===== config.mk =====
export PLATFORM = sky130hd
export DESIGN_NAME = song_sequencer
export DESIGN_NICKNAME = d
export VERILOG_FILES = /design/src/rtl/song_sequencer_pkg.sv /design/src/rtl/beat_timer.sv /design/src/rtl/song_sequencer.sv
export SDC_FILE = /design/constraint.sdc
export NUM_CORES = 1
export LEC_CHECK = 0
export BUFFER_PORTS_ARGS = -buffer_cell sky130_fd_sc_hd__buf_4
export CAP_MARGIN = 10
export CORE_ASPECT_RATIO = 1.4
export CORE_MARGIN = 3
export CORE_UTILIZATION = 54
export DETAILED_ROUTE_END_ITERATION = 8
export GPL_TIMING_DRIVEN = 0
export PLACE_DENSITY = 0.88
export SYNTH_ARGS = -nofsm -noshare
export SYNTH_HDL_FRONTEND = slang
export SYNTH_SLANG_ARGS = --single-unit

===== constraint.sdc =====
create_clock -name clk -period 2.4 [get_ports clk]
set_input_delay 0.48 -clock clk [delete_from_list [all_inputs] [get_ports clk]]
set_output_delay 0.48 -clock clk [all_outputs]
set_load 0.1 [all_outputs]

===== src/rtl/song_sequencer_pkg.sv =====
// Shared types and field layout for the song sequencer: parameter defaults, FSM states,
// and where the note and duration fields sit inside a song ROM word.
package song_sequencer_pkg;

  localparam int BEAT_BITS_DEF = 7;
  localparam int NOTE_BITS_DEF = 6;

  // ROM word is {note, duration}: duration occupies the low bits
  localparam int DUR_LSB = 0;

  typedef enum logic [2:0] {
    ST_IDLE,
    ST_FETCH,
    ST_LOAD,
    ST_ISSUE,
    ST_WAIT,
    ST_DONE
  } state_t;

  function automatic int note_lsb(input int beat_bits);
    return DUR_LSB + beat_bits;
  endfunction

endpackage


===== src/rtl/beat_timer.sv =====
// Beat tick generator: counts TICKS_PER_BEAT run cycles per beat and pulses new_beat on the wrap.
// Pulse is combinational in the wrap cycle; run low freezes the count, clear forces it to 0.
module beat_timer #(
  parameter int TICKS_PER_BEAT = 16
) (
  input  logic clk,
  input  logic rst,
  input  logic clear,
  input  logic run,
  output logic new_beat
);

  localparam int TW = $clog2(TICKS_PER_BEAT);
  localparam logic [TW-1:0] TICK_LAST = TW'(TICKS_PER_BEAT - 1);

  logic [TW-1:0] tick_q, tick_d;

  always_comb begin
    tick_d   = tick_q;
    new_beat = 1'b0;
    if (clear) begin
      tick_d = '0;
    end else if (run) begin
      if (tick_q == TICK_LAST) begin
        tick_d   = '0;
        new_beat = 1'b1;
      end else begin
        tick_d = tick_q + 1'b1;
      end
    end
  end

  always_ff @(posedge clk or negedge rst) begin
    if (!rst) tick_q <= '0;
    else      tick_q <= tick_d;
  end

endmodule


===== src/rtl/song_sequencer.sv =====
// Steps through a synchronous song ROM (fetch, load, issue, wait duration beats); play low pauses.
// SONG_SEQUENCER_LOOP_EN: end of song wraps to address 0 instead of parking in DONE.
module song_sequencer
  import song_sequencer_pkg::*;
#(
  parameter int BEAT_BITS      = BEAT_BITS_DEF,
  parameter int NOTE_BITS      = NOTE_BITS_DEF,
  parameter int ADDR_BITS      = 7,
  parameter int TICKS_PER_BEAT = 16
) (
  input  logic                           clk,
  input  logic                           rst,
  input  logic                           play,
  input  logic                           restart,
  output logic [ADDR_BITS-1:0]           rom_addr,
  input  logic [NOTE_BITS+BEAT_BITS-1:0] rom_data,
  output logic                           new_note,
  output logic [NOTE_BITS-1:0]           note,
  output logic [BEAT_BITS-1:0]           duration,
  output logic                           new_beat,
  output logic                           done
);

  localparam int NOTE_LSB = note_lsb(BEAT_BITS);
  localparam logic [ADDR_BITS-1:0] ADDR_LAST = '1;
  localparam logic [BEAT_BITS-1:0] BEAT_ONE  = BEAT_BITS'(1);

  state_t               state_q, state_d;
  logic [ADDR_BITS-1:0] addr_q, addr_d;
  logic [NOTE_BITS-1:0] note_q, note_d;
  logic [BEAT_BITS-1:0] dur_q, dur_d;
  logic [BEAT_BITS-1:0] beats_q, beats_d;
  logic [NOTE_BITS-1:0] rom_note;
  logic [BEAT_BITS-1:0] rom_dur;
  logic                 beat;
  logic                 timer_run;
  logic                 timer_clear;
  logic                 end_song;

  assign rom_note = rom_data[NOTE_LSB +: NOTE_BITS];
  assign rom_dur  = rom_data[DUR_LSB +: BEAT_BITS];

  assign timer_run   = (state_q == ST_WAIT) && play && !restart;
  assign timer_clear = restart || (state_q == ST_ISSUE);

  beat_timer #(
    .TICKS_PER_BEAT(TICKS_PER_BEAT)
  ) u_beat_timer (
    .clk      (clk),
    .rst      (rst),
    .clear    (timer_clear),
    .run      (timer_run),
    .new_beat (beat)
  );

  always_comb begin
    state_d  = state_q;
    addr_d   = addr_q;
    note_d   = note_q;
    dur_d    = dur_q;
    beats_d  = beats_q;
    new_note = 1'b0;
    end_song = 1'b0;
    if (restart) begin
      state_d = ST_IDLE;
      addr_d  = '0;
      beats_d = '0;
    end else if (play) begin
      case (state_q)
        ST_IDLE: begin
          state_d = ST_FETCH;
          addr_d  = '0;
        end
        ST_FETCH: state_d = ST_LOAD;
        ST_LOAD: begin
          // zero duration marks the end of the song
          if (rom_dur == '0) begin
            end_song = 1'b1;
          end else begin
            note_d  = rom_note;
            dur_d   = rom_dur;
            state_d = ST_ISSUE;
          end
        end
        ST_ISSUE: begin
          new_note = 1'b1;
          beats_d  = dur_q;
          state_d  = ST_WAIT;
        end
        ST_WAIT: begin
          if (beat) begin
            beats_d = beats_q - 1'b1;
            if (beats_q == BEAT_ONE) begin
              // the top address never wraps: consuming it ends the song
              if (addr_q == ADDR_LAST) begin
                end_song = 1'b1;
              end else begin
                state_d = ST_FETCH;
                addr_d  = addr_q + 1'b1;
              end
            end
          end
        end
        default: ;
      endcase
    end

    if (end_song) begin
`ifdef SONG_SEQUENCER_LOOP_EN
      state_d = ST_FETCH;
      addr_d  = '0;
`else
      state_d = ST_DONE;
`endif
    end
  end

  always_ff @(posedge clk or negedge rst) begin
    if (!rst) begin
      state_q <= ST_IDLE;
      addr_q  <= '0;
      note_q  <= '0;
      dur_q   <= '0;
      beats_q <= '0;
    end else begin
      state_q <= state_d;
      addr_q  <= addr_d;
      note_q  <= note_d;
      dur_q   <= dur_d;
      beats_q <= beats_d;
    end
  end

  assign rom_addr = addr_q;
  assign note     = note_q;
  assign duration = dur_q;
  assign new_beat = beat;
  assign done     = (state_q == ST_DONE);

endmodule


After elaboration in Yosys (flattened, before gate mapping)
Cells that the tools add are included.
{ "word_totals": {"register_bits": 34, "input_bits": 17, "out_inout_bits": 23, "word_cells": 76} }
{ "op_classes": {"addsub": 3, "n_eq_ne": 15, "mux": 34, "n_bitwise": 2, "reduce_logical": 16} }
{ "op_table": {"columns": ["op", "n"], "rows": [
  ["$mux W7", 8],
  ["$pmux W7 S2", 2],
  ["$mux W3", 7],
  ["$pmux W3 S5", 1],
  ["$mux W1", 12],
  ["$mux W4", 3],
  ["$ne A4 B4 Y1 const B", 3],
  ["$reduce_bool A3 Y1", 3],
  ["$add A7 B1 Y7 const B", 1],
  ["$eq A7 B1 Y1 const B", 1],
  ["$eq A7 B7 Y1 const B", 1],
  ["$logic_not A7 Y1", 1],
  ["$reduce_bool A7 Y1", 1],
  ["$sub A7 B1 Y7 const B", 1],
  ["$eq A3 B2 Y1 const B", 2],
  ["$eq A3 B3 Y1 const B", 2],
  ["$ne A3 B3 Y1 const B", 2],
  ["$reduce_and A6 Y1", 1],
  ["$reduce_and A5 Y1", 1],
  ["$add A4 B1 Y4 const B", 1],
  ["$eq A4 B4 Y1 const B", 1],
  ["$ne A4 B3 Y1 const B", 1],
  ["$reduce_and A4 Y1", 1],
  ["$reduce_bool A2 Y1", 2],
  ["9 further kinds", 11]
]} }

Logic depth before layout (Yosys ltp)
Gate-level depths: netlist of run 1.
{ "logic_depth": {"word_depth": 11, "ltp_mapped": 8, "ltp_nobuf": 7} }

Cells and area by module
Synthesis of run 1 repeated with hierarchy kept, for this count alone.
{ "hier_totals": {"cells_unflattened": 187, "hier_area_um2": 1854.3} }
{ "by_module_without_submodules": {"columns": ["mod", "instances", "cells_each", "area_per_inst_um2", "seq_area_each_um2"], "rows": [
  ["song_sequencer", 1, 166, 1651.6, 750.7],
  ["beat_timer", 1, 21, 202.7, 100.1]
]} }

Least setup slack after synthesis of run 1
OpenSTA, ideal clock, no wires.
{ "synth_path": {"path_type": "input to output", "from": "input play", "to": "output new_note", "arrival_ns": 3.610, "t_required_ns": 1.920, "slack_ns": -1.690, "stages": 3, "path_cell_list": "buf_2 > nand2b_1 > nor4_1"} }
{ "synth_between": {"elab_chain_cells": 2} }
{ "synth_rtl": {"columns": ["element", "line_no", "source"], "rows": [
  ["start, declared", "song_sequencer.sv:13", "input logic play,"],
  ["$mux W1", "song_sequencer.sv:68", "end else if (play) begin"],
  ["$mux W1", "song_sequencer.sv:64", "if (restart) begin"],
  ["end, declared", "song_sequencer.sv:17", "output logic new_note,"]
]} }
No other way between the ends.

Worst setup path in the final report of run 1
{ "layout_path": {"from": "register state_q[1]", "to": "output new_beat"} }
{ "layout_between": {"elab_chain_cells": 5, "elab_cells_between_ends": 7} }
{ "layout_rtl": {"columns": ["element", "line_no", "source"], "rows": [
  ["start, declared", "song_sequencer.sv:28", "state_t state_q, state_d;"],
  ["start signal, assigned", "song_sequencer.sv:126", "state_q <= state_d;"],
  ["$eq A3 B3 Y1", "song_sequencer.sv:43", "assign timer_run = (state_q == ST_WAIT) && play && !restart;"],
  ["$logic_and A1 B1 Y1 (2 in a row)", "song_sequencer.sv:43", null],
  ["$mux W1", "beat_timer.sv:23", "end else if (run) begin"],
  ["$mux W1 (*)", "beat_timer.sv:21", "if (clear) begin"],
  ["end, declared", "song_sequencer.sv:20", "output logic new_beat,"]
]} }
Every way passes the cells marked *; elsewhere a longest branch is shown, timed or not.

==> results.txt, run 1 <==
Vias - 1685
Worst Setup End Kind - output pin
Comb power frac - 49.6%
Synth warn - 0
Hold/Removal Path Class - input pin to async pin
PD cells - 1040 mW/mm2
Sequential Power Share - 32.5%
Final core occ - 72.88%
CP max stage delay - 0.36 ns
Hold Vio Cnt, Final - 0
Static leakage - 1.064 nW
R2R setup slack - 0.27 ns
NumNets Final - 255
First DRT Iteration DRCs - 69
WP data required - 1.92 ns
Fin Hold WS - 0.1287 ns
Syn_area_per_cell - 9.718 um2
Routed Antenna Nets - 0
# diodes - 0
Inst Count DP - 266
Gate count of the mapped netlist - 189
Mux share of post-synthesis cell area - 7.970%
Die Wd - 55.29 um
Worst skew pair latency - 0.29 ns
Fin crit share - 96.69%
Non-Filler Instances - 274
Max_slew headroom - 66.21%
Ys flop type - dfrtp_1
Commonest cells post-synth - dfrtp_1 (34), a21oi_1 (18), nor2_1 (15), nand2_1 (14), o21ai_0 (14)
Layout cell share with drive strength beyond 1 - 31.06%
Critical Path, Cell by Cell - buf_4, or3b_1, buf_6, clkbuf_8, nor3_4, buf_12
Antenna violations before repair - 0
Seq/Total Area, Yosys - 46.32%
Sum of negative setup slack - 0 ns
Max cap viols - 0
Placed instance area - 0.002216 mm2
Clock Tree Root - clkbuf_8
Largest family of logic cells by synthesized area - simple AND/OR/NAND/NOR gates
First-pass GRT wire length - 7.410 mm
Vias in the first global route - 1623
Max-slew violation count - 0
DRC viols - 0
Netlist cell types - 43
Simple-Gate Fraction of Synth Area - 20.23%
CP top delay family - buffers and inverters
Starting Density - 57.70%
Syn Std Cell Area - 0.001837 mm2
Buffer count from post-CTS setup fixing - 0
Pre-CTS setup slack - 0.07305 ns
Post-synth top area share - 46.32%
Dpl hpwl - 3.210 mm
Worst setup skew after layout - 0.005280 ns
Layout fillers - 258
Fin worst setup slack - 0.07933 ns
Peak VDD IR - 1.335 mV
CTS tree - built
Fraction of registers with async set or reset after synthesis - 100.0%
Clock Power Share - 17.8%
Clk buf depth - 2
Largest cells by area after synthesis - dfrtp_1 (46%), mux2_2 (8.0%), a21oi_1 (4.9%)
Kind of critical path - register to output pin
RePlAce Congestion - 0.8243
Most frequent cell after synthesis - dfrtp_1
Number of I/O port buffers - 38
Die height - 75.01 um
CTS clk-pin slew, worst paths - 0.07 ns
Final setup vio count - 0
Xor/xnor share of the synthesized area - 1.431%
Post-synth EDFFs - 0
DR pass1 iterations - 4
GRT Overall Usage - 22.83%
RSZ-0062 raised after global routing - false
Peak Freq - 0.4309 GHz
Drt total wl - 4.364 mm
Worst EP arrival - 1.84 ns
Cell Int Power - 1.210 mW
Core Region - 0.003183 mm2
CTS sink cnt - 34
Worst slew pin tran - 0.5068 ns
CTS buffer count - 5
Via density - 6.150
NetSw - 1.202 mW
Startpoint types - register
Worst Path Buf+Inv - 4
Sw Share - 49.84%
Tot Pwr - 2.412 mW
Status - finished clean
CP Max Fanout - 10
Yosys reg bits - 34
CP max-delay cell - dfrtp_1
Area delta synth->final - 26.29%
Post-Synth Adder-Cell Area - 2.725%
IO Pins - 40
Maximum number of pins on one net before global-route repair - 35
Fin crit period - 2.321 ns
Row cnt - 24
Synthesized Nets - 210
Compound-Gate Fraction of Synth Area - 17.64%
Total gr overflow - 0
Synth area leader - dfrtp_1
Routed len/inst - 15.93 um
H-tree depth - 2
Final Cell Area - 0.002320 mm2
Die area - 0.004147 mm2
## flip-flops by register name, summed over array words and instances, names as in the netlist
register,cells
beats_q,7
duration,7
rom_addr,7
note,6
u_beat_timer.tick_q,4
state_q,3
## cell type report
cell class | instances | area [um2] | share of cell area [%]
Timing Repair Buffer | 38 | 297.8 | 12.84
Multi-Input combinational cell | 139 | 944.7 | 40.72
Clock buffer | 7 | 86.33 | 3.722
Sequential cell | 34 | 850.8 | 36.68
Inverter | 7 | 26.28 | 1.133
Buffer | 9 | 60.06 | 2.589
Clock inverter | 1 | 5.005 | 0.2158
Tap cell | 39 | 48.80 | 2.104
## power groups by stage
stage	Sequential, mW	Clock (mW)	Combinational (mW)
6_report	0.785	0.430	1.20
5_1_grt	0.801	0.472	1.25
4_1_cts	0.786	0.444	1.20
3_5_place_dp	0.796	0	1.20
3_3_place_gp	0.787	0	1.18
2_1_floorplan	1.46	0	0.260
## routing by layer
metal / vias to the layer above / part of all wire, % / track usage [%]
li1: 780 / - / -
met1: 836 / 37 / 25.50
met2: 65 / 55 / 42.76
met3: 4 / 6.6 / 6.003
met4: 0 / 1.2 / 7.027
met5: - / 0 / 0
## layout by cell type (no fill, tap or decap), types with 2 or more instances in the layout
| master | synthesis | final |
|---|---|---|
| nor4_1 | 3 | 2 |
| buf_4 | 0 | 38 |
| inv_1 | 7 | 7 |
| nand2b_1 | 2 | 2 |
| and3_1 | 4 | 4 |
| nor2_1 | 15 | 15 |
| dfrtp_1 | 34 | 34 |
| clkbuf_8 | 0 | 7 |
| nand2_1 | 14 | 14 |
| clkbuf_1 | 2 | 2 |
| and2_1 | 2 | 2 |
| a21oi_1 | 18 | 18 |
| nor3_1 | 6 | 5 |
| or3_1 | 5 | 5 |
| nor2b_1 | 3 | 3 |
| a22o_1 | 2 | 2 |
| buf_2 | 6 | 4 |
| mux2_2 | 13 | 13 |
| a31oi_1 | 2 | 2 |
| a21o_1 | 2 | 2 |
| ha_1 | 4 | 4 |
| xor2_1 | 2 | 2 |
| o21ai_0 | 14 | 14 |
| nand3_1 | 4 | 4 |
| o31ai_1 | 4 | 4 |
| a211o_1 | 2 | 2 |
## path summary, 6_finish.rpt
check                           depth (start not counted)                       to              startpoint
worst max-delay path                                    6                 new_beat  state_q[1]$_DFFE_PN0P_
worst min-delay path                                    1   beats_q[4]$_DFFE_PN0P_                     rst
worst max register to register                          5  duration[4]$_DFFE_PN0P_  state_q[2]$_DFFE_PN0P_
worst min register to register                          2   beats_q[4]$_DFFE_PN0P_  beats_q[4]$_DFFE_PN0P_
max in group asynchronous                               1   beats_q[1]$_DFFE_PN0P_                     rst
min in group clk                                        2      note[4]$_DFFE_PN0P_            rom_data[11]
## what timing repair did
item,in CTS,in global routing
hold buffers,0,0
setup endpoints to repair,1,1
pin swaps,0,1
gates resized for setup,3,0
## cell families after synthesis
kind of cell             after synthesis
buffers and inverters                 16
adder cells (fa/ha/maj)                4
XOR/XNOR                               3
multiplexers                          13
AND/OR/NAND/NOR                       68
flip-flops                            34
AO/OA/AOI/OAI                         51
No activity file was read; power rests on OpenSTA's default activity.
==> run 2, diff against run 1 <==
--- a/config.mk
+++ b/config.mk
@@ -7,9 +7,11 @@
 export LEC_CHECK = 0
 export BUFFER_PORTS_ARGS = -buffer_cell sky130_fd_sc_hd__buf_4
 export CAP_MARGIN = 10
+export CELL_PAD_IN_SITES_DETAIL_PLACEMENT = 0
+export CELL_PAD_IN_SITES_GLOBAL_PLACEMENT = 1
 export CORE_ASPECT_RATIO = 1.4
 export CORE_MARGIN = 3
-export CORE_UTILIZATION = 54
+export CORE_UTILIZATION = 41
 export DETAILED_ROUTE_END_ITERATION = 8
 export GPL_TIMING_DRIVEN = 0
 export PLACE_DENSITY = 0.88
==> run 2 against run 1 <==
Flip-flop and latch count unchanged; clock skew grew 0.0032 ns; routed wire length shrank 0.48%; non-clock buffer count unchanged; core utilization decreased by 17 points; hold slack got worse by 0.0087 ns; sequential power about the same; largest cell class unchanged; die area is 29% higher.
==> results.txt, run 2 (synthesis results as in run 1) <==
Fin crit period - 2.320 ns (-0.0001783 ns)
Drt total wl - 4.343 mm (-0.48%)
Clk buf depth - 2 (unchanged)
CTS clk-pin slew, worst paths - 0.07 ns (about the same)
Row cnt - 28 (+17%)
Kind of critical path - register to output pin
Die area - 0.005330 mm2 (+29%)
Fin worst setup slack - 0.07951 ns (+0.0001783 ns)
Clock Tree Root - clkbuf_8
DR pass1 iterations - 4 (unchanged)
Placed instance area - 0.002242 mm2 (+1.2%)
Fin Hold WS - 0.1200 ns (-0.008729 ns)
Core Region - 0.004274 mm2 (+34%)
RePlAce Congestion - 0.8381 (+1.7%)
Reg2reg start - state_q[2]$_DFFE_PN0P_
Worst EP arrival - 1.84 ns (about the same)
Layout fillers - 403 (+56%)
Pre-CTS setup slack - 0.02380 ns (-0.04924 ns)
Vias in the first global route - 1590 (-2.0%)
Final Cell Area - 0.002369 mm2 (+2.1%)
CTS sink cnt - 34 (unchanged)
Most common cell after layout, fill and taps aside - buf_4
Layout cell share with drive strength beyond 1 - 31.49% (+0.43 points)
RSZ-0062 raised after global routing - false
Worst Setup End Kind - output pin
Max cap viols - 0 (unchanged)
Most frequent cells in the layout - buf_4 (38), dfrtp_1 (34), a21oi_1 (18)
H-tree depth - 2 (unchanged)
Peak Freq - 0.4309 GHz (about the same)
NumNets Final - 255 (unchanged)
Dpl hpwl - 3.259 mm (+1.5%)
Routed len/inst - 14.72 um (-7.6%)
Antenna violations before repair - 0 (unchanged)
IO Pins - 40 (unchanged)
Worst setup skew after layout - 0.008480 ns (+0.003200 ns)
Hold Vio Cnt, Final - 0 (unchanged)
Area delta synth->final - 28.95%
Routed Antenna Nets - 0 (unchanged)
Die height - 85.20 um (+14%)
R2R setup slack - 0.29 ns (+0.02 ns)
FF-to-FF End - duration[4]$_DFFE_PN0P_
DRC viols - 0 (unchanged)
Total gr overflow - 0 (unchanged)
Die Wd - 62.57 um (+13%)
CTS buffer count - 5 (unchanged)
Static leakage - 1.066 nW (+0.20%)
Starting Density - 42.97% (-15 points)
Reg2Reg Depth - 5 (unchanged)
CP Max Fanout - 10 (unchanged)
Vias - 1565 (-7.1%)
# diodes - 0 (unchanged)
CTS tree - built
Fin crit share - 96.69% (about the same)
Max-slew violation count - 0 (unchanged)
Final setup vio count - 0 (unchanged)
Maximum number of pins on one net before global-route repair - 35 (unchanged)
Buffer count from post-CTS setup fixing - 0 (unchanged)
First-pass GRT wire length - 7.527 mm (+1.6%)
Worst skew pair latency - 0.29 ns (about the same)
WP data required - 1.92 ns (about the same)
Startpoint types - register
PD cells - 1062 mW/mm2 (+2.1%)
Number of I/O port buffers - 38 (unchanged)
Via density - 5.305 (-14%)
Status - finished clean
First DRT Iteration DRCs - 85 (+23%)
Peak VDD IR - 0.8621 mV (-35%)
Max_slew headroom - 64.39% (-1.8 points)
Worst slew pin tran - 0.5328 ns (+0.02601 ns)
Hold_buf cts - 0 (unchanged)
Sum of negative setup slack - 0 ns (unchanged)
Hold/Removal Path Class - input pin to async pin
GRT Overall Usage - 17.57% (-5.3 points)
CTS-repair resized insts - 3 (unchanged)
## run 2: cell count changes in the layout (fill, tap and decap cells not counted)
cell	previous run	this run
clkbuf_8	7	6
bufinv_16	0	1
clkinv_2	1	0
clkinvlp_4	0	2
clkbuf_1	2	1
## run 2: how the worst max path moves through the flow
stage,start,endpoint,slack (ns)
after floorplan,state_q[1]$_DFFE_PN0P_,new_beat,-0.02
after global placement,restart,note[2]$_DFFE_PN0P_,0.05
after detailed placement,restart,note[4]$_DFFE_PN0P_,0.02
after CTS,state_q[1]$_DFFE_PN0P_,new_beat,0.06
after global routing,state_q[0]$_DFFE_PN0P_,new_beat,0.01
final,state_q[1]$_DFFE_PN0P_,new_beat,0.08
## run 2: critical path, cell delays in order (launching register included)
cell and delay (ns):
dfrtp_1 0.36, buf_4 0.16, or3b_1 0.36, buf_6 0.15, clkbuf_8 0.16, nor3_4 0.15
buf_12 0.20
## run 2: routing by layer
layer	GRT usage (%)	routed length, um	vias up
li1	-	-	778
met1	20.34	1854	747
met2	31.94	2249	35
met3	3.709	177	5
met4	6.024	61	0
met5	0	0	-
## run 2: final cells by class
cell class	instances	area, um2	share of cell area (%)
clock buffers	5	68.82	2.905
flip-flops and latches	34	850.8	35.92
plain buffers	9	60.06	2.536
well taps	60	75.07	3.170
clock inverters	3	45.04	1.902
repair buffers	38	297.8	12.57
inverters	7	26.28	1.109
multi-input cells	139	944.7	39.88
## run 2: power breakdown
group	switching, mW	internal (mW)	leakage (nW)
sequential	0.0900	0.694	0.452
combinational	0.914	0.284	0.564
clock	0.225	0.309	0.0504
total	1.23	1.29	1.07
## run 2: per-stage QoR
stage | instances | utilization, % | power [mW]
after floorplan | 189 | - | 1.723
after global placement | 287 | 52.46 | 1.981
after detailed placement | 287 | 52.46 | 1.995
after CTS | 295 | 55.42 | 2.529
after global routing | 295 | 55.42 | 2.616
final | 295 | 55.42 | 2.515
==> run 3, diff against run 2 <==
==> constraint.sdc (replaced) <==
create_clock -name clk -period 2.4 [get_ports clk]
set_input_delay 0.24 -clock clk [delete_from_list [all_inputs] [get_ports clk]]
set_output_delay 0.24 -clock clk [all_outputs]
set_load 0.1 [all_outputs]
==> run 3 against run 2 <==
Design area down 1.9%; register-to-register slack better by 0.02 ns; clock-buffer cell count up 1; critical endpoint unchanged; largest power group unchanged.
==> results.txt, run 3 (synthesis results as in run 1) <==
Hold Vio Cnt, Final - 0 (unchanged)
Wire length on met3 - 154 um (-13%)
Layout cell share with drive strength beyond 1 - 30.93% (-0.56 points)
Worst Setup End Kind - output pin
Max cap viols - 0 (unchanged)
Core Region - 0.004274 mm2 (unchanged)
Static leakage - 1.055 nW (-1.1%)
Highest Signal Layer - met4
Starting Density - 42.97% (unchanged)
Worst EP arrival - 2.07 ns (+0.23 ns)
Die height - 85.20 um (unchanged)
Max-slew violation count - 0 (unchanged)
Most common cell after layout, fill and taps aside - buf_4
Maximum number of pins on one net before global-route repair - 35 (unchanged)
Peak Freq - 0.4337 GHz (+0.63%)
NumNets Final - 256 (+0.39%)
DRC viols - 0 (unchanged)
# diodes - 0 (unchanged)
Worst hold start - rom_data[7]
Fin Hold WS - 0.1806 ns (+0.06057 ns)
Fin crit period - 2.306 ns (-0.01463 ns)
Routed len/inst - 14.79 um (+0.47%)
Clock Tree Root - clkbuf_8
CP Max Fanout - 10 (unchanged)
Hold endpoint - note[0]$_DFFE_PN0P_
Via density - 5.446 (+2.7%)
Final setup vio count - 0 (unchanged)
Clk buf depth - 2 (unchanged)
Worst skew pair latency - 0.30 ns (about the same)
First DRT Iteration DRCs - 101 (+19%)
Die Wd - 62.57 um (unchanged)
Area delta synth->final - 26.50%
Drt total wl - 4.378 mm (+0.81%)
Fin crit share - 96.08% (-0.61 points)
Status - finished clean
Dpl hpwl - 3.243 mm (-0.49%)
Total gr overflow - 0 (unchanged)
WP data required - 2.16 ns (+0.24 ns)
Routed metal-1 wirelength - 1.825 mm (-1.6%)
Vias in the first global route - 1611 (+1.3%)
Worst slew pin tran - 0.5283 ns (-0.004514 ns)
Buffer count from post-CTS setup fixing - 0 (unchanged)
CTS sink cnt - 34 (unchanged)
Detail Route met2 WL - 2.319 mm (+3.1%)
Tot Pwr - 2.425 mW (-3.6%)
CTS clk-pin slew, worst paths - 0.07 ns (about the same)
Number of I/O port buffers - 38 (unchanged)
Hold Path Stages - 2
PD cells - 1044 mW/mm2 (-1.7%)
IO Pins - 40 (unchanged)
RePlAce Congestion - 0.8553 (+2.1%)
Hold/Removal Path Class - input pin to register
Row cnt - 28 (unchanged)
Reg2Reg Depth - 5 (unchanged)
Peak VDD IR - 0.8334 mV (-3.3%)
H-tree depth - 2 (unchanged)
Vias - 1612 (+3.0%)
Most frequent cells in the layout - buf_4 (37), dfrtp_1 (34), a21oi_1 (18)
CTS tree - built
Die area - 0.005330 mm2 (unchanged)
GRT Overall Usage - 17.91% (+0.33 points)
DR pass1 iterations - 4 (unchanged)
Worst setup skew after layout - 0.01091 ns (+0.002431 ns)
Routed Antenna Nets - 0 (unchanged)
Startpoint types - register
R2R setup slack - 0.31 ns (+0.02 ns)
First-pass GRT wire length - 7.431 mm (-1.3%)
Kind of critical path - register to output pin
CTS buffer count - 5 (unchanged)
Antenna violations before repair - 0 (unchanged)
Layout fillers - 422 (+4.7%)
Max_slew headroom - 64.78% (+0.39 points)
FF-to-FF End - note[3]$_DFFE_PN0P_
Reg2reg start - state_q[2]$_DFFE_PN0P_
RSZ-0062 raised after global routing - false
## run 3: changes by cell type in the layout (fill, tap and decap cells not counted)
cell and change:
buf_12 -1, buf_2 +2, buf_4 -1, bufinv_16 -1
clkbuf_1 +1, clkinv_2 +1, clkinvlp_4 -1, dlygate4sd3_1 +1
nor4_2 +1, nor4_4 -1
## run 3: timing repair
item	in CTS	in global routing
hold buffers	1	0
setup endpoints to repair	0	1
hold endpoints to repair	34	0
gates resized for setup	0	1
## run 3: area by class of cell
| class | instances | area (um2) | share of cell area (%) |
|---|---|---|---|
| Buffer | 9 | 41.29 | 1.777 |
| Clock buffer | 6 | 82.58 | 3.554 |
| Tap cell | 60 | 75.07 | 3.231 |
| Timing Repair Buffer | 39 | 299.0 | 12.87 |
| Inverter | 7 | 26.28 | 1.131 |
| Multi-Input combinational cell | 139 | 935.9 | 40.28 |
| Clock inverter | 2 | 12.51 | 0.5385 |
| Sequential cell | 34 | 850.8 | 36.62 |
## run 3: layer usage
layer	global-route usage [%]	vias up
met3	3.974	6
li1	-	774
met2	32.72	36
met1	19.73	796
met5	0	-
met4	7.831	0
## run 3: critical path, cell delays in order, from the launching register on
cell	delay [ns]
dfrtp_1	0.36
buf_2	0.17
or3b_1	0.35
buf_2	0.17
clkbuf_1	0.26
nor3_4	0.21
buf_6	0.25
## run 3: worst max path at each step
stage / slack (ns) / endpoint / startpoint
floorplan: -0.13 / new_note / state_q[1]$_DFFE_PN0P_
global placement: 0.30 / note[3]$_DFFE_PN0P_ / state_q[2]$_DFFE_PN0P_
detailed placement: 0.28 / note[3]$_DFFE_PN0P_ / state_q[2]$_DFFE_PN0P_
CTS: 0.04 / new_beat / state_q[1]$_DFFE_PN0P_
global route: 0.01 / new_beat / state_q[1]$_DFFE_PN0P_
finish: 0.09 / new_beat / state_q[1]$_DFFE_PN0P_
## run 3: metrics by stage
step | std cells | utilization (%) | setup WS (ns) | TNS (ns) | instance area [um2]
after CTS | 296 | 54.27 | 0.03936 | 0 | 2320
after detailed placement | 287 | 51.82 | 0.2770 | 0 | 2215
after global placement | 287 | 51.82 | 0.3011 | 0 | 2215
after floorplan | 189 | - | -0.1256 | -0.1256 | 1854
final | 296 | 54.36 | 0.09414 | 0 | 2323
after global routing | 296 | 54.36 | 0.01282 | 0 | 2323
## run 3: power by group
part	total, mW	leakage [nW]	internal, mW	switching, mW
Combinational	1.19	0.556	0.283	0.910
Sequential	0.787	0.452	0.694	0.0927
Clock	0.445	0.0472	0.230	0.215
Total	2.43	1.05	1.21	1.22
